==> src/rtl/cpu_pkg.sv <==
// Shared definitions for the 16-bit-instruction CPU control path:
// opcode values, ALU operation encodings, sequencer states and the
// decoded instruction-class bundle.
package cpu_pkg;

    localparam logic [3:0] OP_NOP  = 4'h0;
    localparam logic [3:0] OP_LDI  = 4'h1;
    localparam logic [3:0] OP_ADD  = 4'h2;
    localparam logic [3:0] OP_SUB  = 4'h3;
    localparam logic [3:0] OP_MOV  = 4'h4;
    localparam logic [3:0] OP_JMP  = 4'h5;
    localparam logic [3:0] OP_BZ   = 4'h6;
    localparam logic [3:0] OP_LD   = 4'h7;
    localparam logic [3:0] OP_ST   = 4'h8;
    localparam logic [3:0] OP_HALT = 4'hF;

    localparam logic [1:0] ALU_PASS = 2'b00;
    localparam logic [1:0] ALU_ADD  = 2'b01;
    localparam logic [1:0] ALU_SUB  = 2'b10;

    typedef enum logic [2:0] {
        ST_FETCH_HI = 3'd0,
        ST_FETCH_LO = 3'd1,
        ST_DECODE   = 3'd2,
        ST_EXEC     = 3'd3,
        ST_MEM      = 3'd4,
        ST_WB       = 3'd5,
        ST_HALT     = 3'd6
    } state_t;

    // One-hot-ish instruction class flags; NOP has none set.
    typedef struct packed {
        logic wb_op;    // LDI, ADD, SUB, MOV: register writeback from ALU
        logic jmp;
        logic bz;
        logic ld;
        logic st;
        logic halt;
        logic illegal;
    } op_class_t;

endpackage

==> src/rtl/instr_decode.sv <==
// Combinational opcode decoder: instruction class flags plus the
// datapath selects (ALU op, operand mux, writeback mux).
module instr_decode
    import cpu_pkg::*;
(
    input  logic [3:0] opcode,
    output op_class_t  cls,
    output logic       src_sel,
    output logic [1:0] alu_op,
    output logic       wb_sel
);

    // Map each opcode to its class and datapath controls
    always_comb begin
        cls     = '0;
        src_sel = 1'b0;
        alu_op  = ALU_PASS;
        wb_sel  = 1'b0;
        case (opcode)
            OP_NOP:  cls.illegal = 1'b0;
            OP_LDI:  begin cls.wb_op = 1'b1; src_sel = 1'b1; alu_op = ALU_PASS; end
            OP_ADD:  begin cls.wb_op = 1'b1; alu_op = ALU_ADD; end
            OP_SUB:  begin cls.wb_op = 1'b1; alu_op = ALU_SUB; end
            OP_MOV:  begin cls.wb_op = 1'b1; alu_op = ALU_PASS; end
            OP_JMP:  cls.jmp = 1'b1;
            OP_BZ:   cls.bz = 1'b1;
            OP_LD:   begin cls.ld = 1'b1; wb_sel = 1'b1; end
            OP_ST:   cls.st = 1'b1;
            OP_HALT: cls.halt = 1'b1;
            default: cls.illegal = 1'b1;
        endcase
    end

endmodule

==> src/rtl/instr_sequencer.sv <==
// Multi-cycle control unit: fetches 16-bit instructions as two bytes,
// decodes them and sequences the 8-bit datapath. Owns PC, IR and the
// zero flag. Memory and register-file strobes are registered outputs.
// Build option: ILLEGAL_TRAP_EN -- when defined, an illegal opcode halts
// the sequencer; otherwise it executes as a NOP.
module instr_sequencer
    import cpu_pkg::*;
(
    input  logic       clk,
    input  logic       rst_n,
    output logic       mem_req,
    output logic       mem_we,
    output logic [7:0] mem_addr,
    input  logic       mem_ack,
    input  logic [7:0] mem_rdata,
    output logic [1:0] rf_raddr_a,
    output logic [1:0] rf_raddr_b,
    output logic       rf_we,
    output logic [1:0] rf_waddr,
    output logic       src_sel,
    output logic       wb_sel,
    output logic [1:0] alu_op,
    output logic [7:0] imm,
    input  logic       alu_zero,
    output logic [7:0] pc,
    output logic       halted
);

    state_t      state_r, next_state_s;
    logic [7:0]  pc_r, pc_next_s;
    logic [15:0] ir_r, ir_next_s;
    logic        z_r, z_next_s;
    logic        zpend_r, zpend_next_s;   // flag value waiting for WB
    logic        acc_done_s;

    logic        mem_req_r, mem_req_next_s;
    logic        mem_we_r, mem_we_next_s;
    logic [7:0]  mem_addr_r, mem_addr_next_s;
    logic        rf_we_r, rf_we_next_s;
    logic        halted_r, halted_next_s;
    logic        src_sel_r, wb_sel_r;
    logic [1:0]  alu_op_r;

    op_class_t   cls_s;
    logic        dec_src_sel_s, dec_wb_sel_s;
    logic [1:0]  dec_alu_op_s;

    instr_decode u_decode (
        .opcode  (ir_r[15:12]),
        .cls     (cls_s),
        .src_sel (dec_src_sel_s),
        .alu_op  (dec_alu_op_s),
        .wb_sel  (dec_wb_sel_s)
    );

    // An access completes only when our own request is acknowledged
    assign acc_done_s = mem_req_r & mem_ack;

    // State register
    always_ff @(posedge clk or negedge rst_n) begin
        if (!rst_n) begin
            state_r <= ST_FETCH_HI;
        end else begin
            state_r <= next_state_s;
        end
    end

    // Next-state sequencing
    always_comb begin
        next_state_s = state_r;
        case (state_r)
            ST_FETCH_HI: if (acc_done_s) next_state_s = ST_FETCH_LO; else next_state_s = ST_FETCH_HI;
            ST_FETCH_LO: if (acc_done_s) next_state_s = ST_DECODE; else next_state_s = ST_FETCH_LO;
            ST_DECODE:   next_state_s = ST_EXEC;
            ST_EXEC: begin
                if (cls_s.wb_op) begin
                    next_state_s = ST_WB;
                end else if (cls_s.ld | cls_s.st) begin
                    next_state_s = ST_MEM;
                end else if (cls_s.halt) begin
                    next_state_s = ST_HALT;
                end else if (cls_s.illegal) begin
`ifdef ILLEGAL_TRAP_EN
                    next_state_s = ST_HALT;
`else
                    next_state_s = ST_FETCH_HI;
`endif
                end else begin
                    next_state_s = ST_FETCH_HI;
                end
            end
            ST_MEM: begin
                if (acc_done_s) begin
                    if (cls_s.ld) next_state_s = ST_WB; else next_state_s = ST_FETCH_HI;
                end else begin
                    next_state_s = ST_MEM;
                end
            end
            ST_WB:   next_state_s = ST_FETCH_HI;
            ST_HALT: next_state_s = ST_HALT;
            default: next_state_s = ST_FETCH_HI;
        endcase
    end

    // Next values of PC, IR and the zero flag
    always_comb begin
        pc_next_s    = pc_r;
        ir_next_s    = ir_r;
        z_next_s     = z_r;
        zpend_next_s = zpend_r;
        case (state_r)
            ST_FETCH_HI: begin
                if (acc_done_s) begin
                    ir_next_s[15:8] = mem_rdata;
                    pc_next_s       = pc_r + 8'd1;
                end else begin
                    pc_next_s = pc_r;
                end
            end
            ST_FETCH_LO: begin
                if (acc_done_s) begin
                    ir_next_s[7:0] = mem_rdata;
                    pc_next_s      = pc_r + 8'd1;
                end else begin
                    pc_next_s = pc_r;
                end
            end
            ST_EXEC: begin
                zpend_next_s = alu_zero;
                if (cls_s.jmp | (cls_s.bz & z_r)) pc_next_s = ir_r[7:0]; else pc_next_s = pc_r;
            end
            ST_MEM: begin
                if (acc_done_s & cls_s.ld) zpend_next_s = (mem_rdata == 8'h00); else zpend_next_s = zpend_r;
            end
            ST_WB:   z_next_s = zpend_r;
            default: z_next_s = z_r;
        endcase
    end

    // Architectural state: PC, instruction register, zero flag
    always_ff @(posedge clk or negedge rst_n) begin
        if (!rst_n) begin
            pc_r    <= 8'h00;
            ir_r    <= 16'h0000;
            z_r     <= 1'b0;
            zpend_r <= 1'b0;
        end else begin
            pc_r    <= pc_next_s;
            ir_r    <= ir_next_s;
            z_r     <= z_next_s;
            zpend_r <= zpend_next_s;
        end
    end

    // Output decode from the upcoming state so strobes can be registered
    always_comb begin
        mem_req_next_s  = (next_state_s == ST_FETCH_HI) || (next_state_s == ST_FETCH_LO) ||
                          (next_state_s == ST_MEM);
        mem_we_next_s   = (next_state_s == ST_MEM) && cls_s.st;
        if (next_state_s == ST_MEM) mem_addr_next_s = ir_r[7:0]; else mem_addr_next_s = pc_next_s;
        rf_we_next_s    = (next_state_s == ST_WB);
        halted_next_s   = (next_state_s == ST_HALT);
    end

    // Registered control outputs
    always_ff @(posedge clk or negedge rst_n) begin
        if (!rst_n) begin
            mem_req_r  <= 1'b0;
            mem_we_r   <= 1'b0;
            mem_addr_r <= 8'h00;
            rf_we_r    <= 1'b0;
            halted_r   <= 1'b0;
            src_sel_r  <= 1'b0;
            wb_sel_r   <= 1'b0;
            alu_op_r   <= ALU_PASS;
        end else begin
            mem_req_r  <= mem_req_next_s;
            mem_we_r   <= mem_we_next_s;
            mem_addr_r <= mem_addr_next_s;
            rf_we_r    <= rf_we_next_s;
            halted_r   <= halted_next_s;
            src_sel_r  <= dec_src_sel_s;
            wb_sel_r   <= dec_wb_sel_s;
            alu_op_r   <= dec_alu_op_s;
        end
    end

    assign mem_req    = mem_req_r;
    assign mem_we     = mem_we_r;
    assign mem_addr   = mem_addr_r;
    assign rf_we      = rf_we_r;
    assign halted     = halted_r;
    assign src_sel    = src_sel_r;
    assign wb_sel     = wb_sel_r;
    assign alu_op     = alu_op_r;
    assign rf_raddr_a = ir_r[11:10];
    assign rf_raddr_b = ir_r[9:8];
    assign rf_waddr   = ir_r[11:10];
    assign imm        = ir_r[7:0];
    assign pc         = pc_r;

endmodule
==> config.mk <==
export PLATFORM = sky130hd
export DESIGN_NAME = instr_sequencer
export DESIGN_NICKNAME = d
export VERILOG_FILES = /design/src/rtl/cpu_pkg.sv /design/src/rtl/instr_decode.sv /design/src/rtl/instr_sequencer.sv
export SDC_FILE = /design/constraint.sdc
export NUM_CORES = 1
export LEC_CHECK = 0
export CORE_ASPECT_RATIO = 0.75
export CORE_MARGIN = 2
export CORE_UTILIZATION = 35
export CTS_CLUSTER_SIZE = 20
export DETAILED_ROUTE_END_ITERATION = 16
export GPL_TIMING_DRIVEN = 1
export PLACE_DENSITY_LB_ADDON = 0.15
export SLEW_MARGIN = 20
export SYNTH_ARGS = -nofsm -noshare
export SYNTH_HDL_FRONTEND = slang
export SYNTH_SLANG_ARGS = --single-unit
==> constraint.sdc <==
create_clock -name clk -period 1.9 [get_ports clk]
set_input_delay 0.475 -clock clk [delete_from_list [all_inputs] [get_ports clk]]
set_output_delay 0.475 -clock clk [all_outputs]
set_load 0.1 [all_outputs]
==> results of run 1 <==
## synthesized netlist by cell type, types with 2 or more instances
| cell type | n |
|---|---|
| mux2i_1 | 4 |
| and3b_1 | 2 |
| nor4_1 | 3 |
| nand4_1 | 3 |
| o211ai_1 | 6 |
| and2_1 | 3 |
| mux2_2 | 16 |
| a221o_1 | 2 |
| mux2_4 | 8 |
| clkbuf_1 | 5 |
| buf_2 | 3 |
| and3_1 | 4 |
| nand2b_1 | 6 |
| nand3_1 | 4 |
| a22oi_1 | 4 |
| o21ai_0 | 4 |
| or3_1 | 2 |
| inv_1 | 5 |
| nand3b_1 | 4 |
| dfrtp_1 | 45 |
| nor2_1 | 11 |
| nor2b_1 | 5 |
| o31ai_1 | 3 |
| buf_6 | 2 |
| buf_4 | 14 |
| nand2_1 | 16 |
| a21o_1 | 2 |
| a21oi_1 | 4 |
| nor3_1 | 5 |
## kinds of logic after synthesis
group,count (synthesis)
compound gates,34
xor+xnor,1
fa+ha+maj,1
buf+inv,30
flops,45
mux,28
simple gates,76
## final cells by class
cell class / count / area, um^2
fillers: 545 / 2530
multi-input cells: 140 / 1120
flip-flops and latches: 45 / 1140
clock buffers: 7 / 96.3
repair buffers: 111 / 1370
well taps: 81 / 101
clock inverters: 1 / 5.00
inverters: 5 / 18.8
## registers in the layout, summed over array words and instances, names as in the netlist
register and count:
alu_op 2, rf_we 1, pc 8, ir_r 16, mem_req 1, z_r 1, state_r 3, wb_sel 1
halted 1, mem_we 1, src_sel 1, mem_addr 8, zpend_r 1
## critical path, stage by stage, from the launching register on
cell      delay (ns)
dfrtp_1         0.43
buf_6           0.14
xor2_2          0.16
a22oi_2         0.09
o211ai_1        0.26
or3b_4          0.44
buf_12          0.16
mux2_4          0.28
## worst max path at each step
stage | cells past startpoint | slack, ns | to
6_report | 7 | -0.17 | mem_addr[7]
5_1_grt | 7 | -0.22 | mem_addr[1]
4_1_cts | 7 | -0.16 | mem_addr[6]
2_1_floorplan | 7 | -0.40 | mem_addr[0]
3_5_place_dp | 7 | -0.65 | mem_addr[6]
3_3_place_gp | 7 | -0.63 | mem_addr[5]
## metrics by stage
step | cell area, um^2 | cells | TNS, ns | util (%)
finish | 3850 | 390 | -1.43 | 60.4
floorplan | 2350 | 215 | -3.39 | -
CTS | 3720 | 383 | -1.36 | 58.3
detailed placement | 3560 | 373 | -10.24 | 55.8
global placement | 3560 | 373 | -9.85 | 55.8
global route | 3850 | 390 | -1.88 | 60.4
## metal layers
layer / part of all wire, % / track usage [%]
met5: 0 / 0
met2: 42 / 22.8
met3: 5.2 / 3.90
met1: 53 / 26.0
met4: 0.42 / 3.65
## timing repair
item,in CTS,in global routing
gates resized for setup,13,22
pin swaps,2,2
hold buffers,0,0
endpoints found under the setup margin,17,10
setup buffers,3,7
==> impl_metrics.tcl, run 1 <==
set metrics [dict create \
    outcome "finished, violations left" \
    failed_checks "setup timing" \
    clk_pin_slew_ns 0.08 \
    crit_fanout 8 \
    grt_pass1_vias 1826 \
    grt-ovfl-total 0 \
    synthTopCellsByArea "dfrtp_1 (48%), mux2_2 (7.7%), mux2_4 (5.1%)" \
    synth_largest_area_cell "dfrtp_1" \
    synthMuxAreaShare_pct 14.5 \
    clkLatencyLatePin_ns 0.29 \
    insertedDiodeCount 0 \
    globalplace.congestion 0.847 \
    hold_viol 0 \
    synth-compound-area-share_pct 10.5 \
    h-tree-depth 2 \
    synth-simple-area-share_pct 18.2 \
    drc 0 \
    nNetsFinal 321 \
    min_path_type "in -> async" \
    cp.arrival_ns 2.25 \
    path_class "reg -> reg" \
    cp.required_ns 2.08 \
    yosys_warnings 0 \
    drive_gt1_share_pct 51.5 \
    synth_top_area_share_pct 48.1 \
    num_rows 25 \
    cts_buffers 5 \
    r2r_cells 7 \
    async_flop_share_pct 100 \
    fmax_ghz 0.482 \
    ys.flop_type "dfrtp_1" \
    worst_setup_path_start_kind "flip-flop" \
    dp_hpwl_um 4560 \
    die_area_um2 7370 \
    finalClockSkew_ns 0.00690 \
    synthAdderAreaFrac_pct 0.534 \
    hold_ws_ns 0.128 \
    min_period_over_period_pct 109 \
    slew_violations 0 \
    grt_pass1_wl_um 9360 \
    worstSetupStartpoint "ir_r[15]" \
    maxCapViolCount 0 \
    mostFrequentLayoutCells "buf_4 (55), buf_12 (40), dfrtp_1 (35)" \
    wl_um 5980 \
    setup_slack_ns -0.174 \
    post-place-ws_ns -0.655 \
    initial_core_util_pct 36.7 \
    synth_nets 228 \
    rsz0062_at_grt "yes" \
    die_y_um 74.9 \
    clockBufferDepth 2 \
    numClockSinks 45 \
    synth_edf_count 0 \
    via_count 1904 \
    synth.avg_cell_area_um2 10.9 \
    first_pass_iters 4 \
    rr_endpoint "mem_addr[7]" \
    portBuffers 49 \
    grtUsageTotal_pct 16.5 \
    synth_seq_cells 45 \
    reg2reg_slack_ns -0.17 \
    io_pins 50 \
    grt_max_degree 27 \
    ant_nets 0 \
    die_w_um 98.5 \
    drtIter0Drc 89 \
    slew_headroom_pct 68.1 \
    antenna_found_initial 0 \
    cts_tree "done" \
    cts_root_buf "clkbuf_8" \
    synthXorXnorAreaFrac_pct 0.374 \
    synth_top_family_by_area "simple AND/OR/NAND/NOR gates" \
    period_needed_ns 2.07 \
    cp-end-kind "flip-flop" \
    tightestPinTransition_ns 0.478 \
    setup_viol 9 \
    syn_area_um2 2340 \
    routed_via_density 4.88 \
    syn_to_final_growth_pct 64.5 \
    synth.distinct_cells 49 \
    wl_per_cell_um 15.3 \
    core_um2 6380 \
    yosysSeqAreaShare_pct 48.1 \
    syn_inst 215 \
    r2r-start "ir_r[15]" \
    layout_commonest_cell "buf_4" \
]
Power of run 1 is not shown: default switching activity piles up to over one toggle a cycle in this logic, so the estimate is an artifact.
==> inputs of run 2 (changes only) <==
--- a/config.mk
+++ b/config.mk
@@ -12,7 +12,6 @@
 export DETAILED_ROUTE_END_ITERATION = 16
 export GPL_TIMING_DRIVEN = 1
 export PLACE_DENSITY_LB_ADDON = 0.15
-export SLEW_MARGIN = 20
 export SYNTH_ARGS = -nofsm -noshare
 export SYNTH_HDL_FRONTEND = slang
 export SYNTH_SLANG_ARGS = --single-unit
==> constraint.sdc (replaced) <==
create_clock -name clk -period 2.46 [get_ports clk]
set_input_delay 0.615 -clock clk [delete_from_list [all_inputs] [get_ports clk]]
set_output_delay 0.615 -clock clk [all_outputs]
set_load 0.1 [all_outputs]
==> run 2 against run 1 <==
Compared with the run above:
- the run now ends clean
- sequential cell count unchanged
- via count down 4.9%
- setup slack better by 0.26 ns
- global-route usage down 0.53 points
- critical path depth up 1
- hold slack better by 0.12 ns
- cell count down 11%
==> impl_metrics.tcl, run 2 (synthesized netlist as in run 1, its figures left out) <==
set metrics [dict create \
    reg2reg_slack_ns 0.18 \
    wl_um 5650 \
    layout_commonest_cell "buf_4" \
    ant_nets 0 \
    tightestPinTransition_ns 0.581 \
    core_um2 6380 \
    slew_headroom_pct 60.9 \
    grt_pass1_vias 1705 \
    portBuffers 49 \
    io_pins 50 \
    cp.arrival_ns 2.55 \
    endpoint "mem_addr[0]" \
    cp.required_ns 2.63 \
    largest_register_ffs 16 \
    grt_max_degree 28 \
    initial_core_util_pct 36.7 \
    cp-end-kind "flip-flop" \
    globalplace.congestion 0.825 \
    clockBufferDepth 2 \
    die_y_um 74.9 \
    cts_root_buf "clkbuf_8" \
    r2r_cells 6 \
    num_rows 25 \
    insertedDiodeCount 0 \
    via_count 1811 \
    clkLatencyLatePin_ns 0.29 \
    worstSetupStartpoint "mem_ack" \
    utilization_pct 45.5 \
    drive_gt1_share_pct 35.0 \
    slew_violations 0 \
    die_area_um2 7370 \
    worst_setup_path_start_kind "input pin" \
    h-tree-depth 2 \
    min_period_over_period_pct 96.7 \
    post_cts_resized 0 \
    path_class "in -> reg" \
    r2r-start "state_r[0]" \
    mostFrequentLayoutCells "buf_4 (57), dfrtp_1 (44), nand2_1 (16), mux2_2 (16), nor2_1 (11)" \
    antenna_found_initial 0 \
    period_needed_ns 2.38 \
    finalClockSkew_ns 0.00971 \
    maxCapViolCount 0 \
    syn_to_final_growth_pct 23.9 \
    setup_viol 0 \
    hold_viol 0 \
    wl_per_cell_um 16.3 \
    rsz0062_at_grt "no" \
    drtIter0Drc 66 \
    rr_endpoint "mem_addr[0]" \
    fillers 617 \
    clk_pin_slew_ns 0.08 \
    drc 0 \
    cts_buffers 5 \
    fmax_ghz 0.420 \
    crit_fanout 5 \
    nNetsFinal 278 \
    top_register "ir_r" \
    outcome "finished, final reports clean" \
    grt_pass1_wl_um 9060 \
    grt-ovfl-total 0 \
    grtUsageTotal_pct 16.0 \
    cts_tree "done" \
    dp_hpwl_um 4320 \
    first_pass_iters 4 \
    min_path_type "in -> async" \
    post_cts_buffers 0 \
    routed_via_density 5.22 \
    ctsHoldBuffers 0 \
    die_w_um 98.5 \
    numClockSinks 45 \
]
-- run 2: cell type report --
cell class / count / area, um^2 / share of cell area, %
Clock buffer: 8 / 90.1 / 3.10
Timing Repair Buffer: 68 / 533 / 18.4
Multi-Input combinational cell: 140 / 1030 / 35.6
Inverter: 5 / 18.8 / 0.646
Tap cell: 81 / 101 / 3.49
Sequential cell: 45 / 1130 / 38.8
-- run 2: worst min path at each step --
stage                           end  slack, ns  cells after the start    start
after floorplan           alu_op[0]       0.32                      0    rst_n
after global placement      zpend_r       0.48                      1  zpend_r
after detailed placement    zpend_r       0.48                      1  zpend_r
after CTS                   src_sel       0.27                      1    rst_n
after global routing        src_sel       0.27                      1    rst_n
final                       src_sel       0.25                      1    rst_n
-- run 2: critical path: stages --
cell	delay (ns)
clkdlybuf4s50_1	0.42
buf_4	0.15
a211oi_1	0.19
a311oi_1	0.08
a21o_1	0.22
or3b_1	0.40
buf_4	0.19
mux2_4	0.29
-- run 2: per-layer routing --
metal	up-vias	GRT usage, %	routed length [um]
met3	5	3.99	432
met4	0	3.65	36
li1	862	-	-
met5	-	0	0
met1	888	24.0	2820
met2	56	23.3	2360
-- run 2: per-stage QoR --
| stage | setup TNS (ns) | cells | worst slack, ns | hold WS [ns] | instance area (um^2) |
|---|---|---|---|---|---|
| floorplan | 0 | 215 | 0.0781 | 0.319 | 2340 |
| global placement | -1.25 | 339 | -0.159 | 0.480 | 2810 |
| detailed placement | -1.78 | 339 | -0.222 | 0.477 | 2810 |
| CTS | 0 | 347 | 0.0810 | 0.266 | 2900 |
| global route | 0 | 347 | 0.0139 | 0.274 | 2900 |
| finish | 0 | 347 | 0.0818 | 0.253 | 2900 |
Power of run 2 is left out for the same reason.
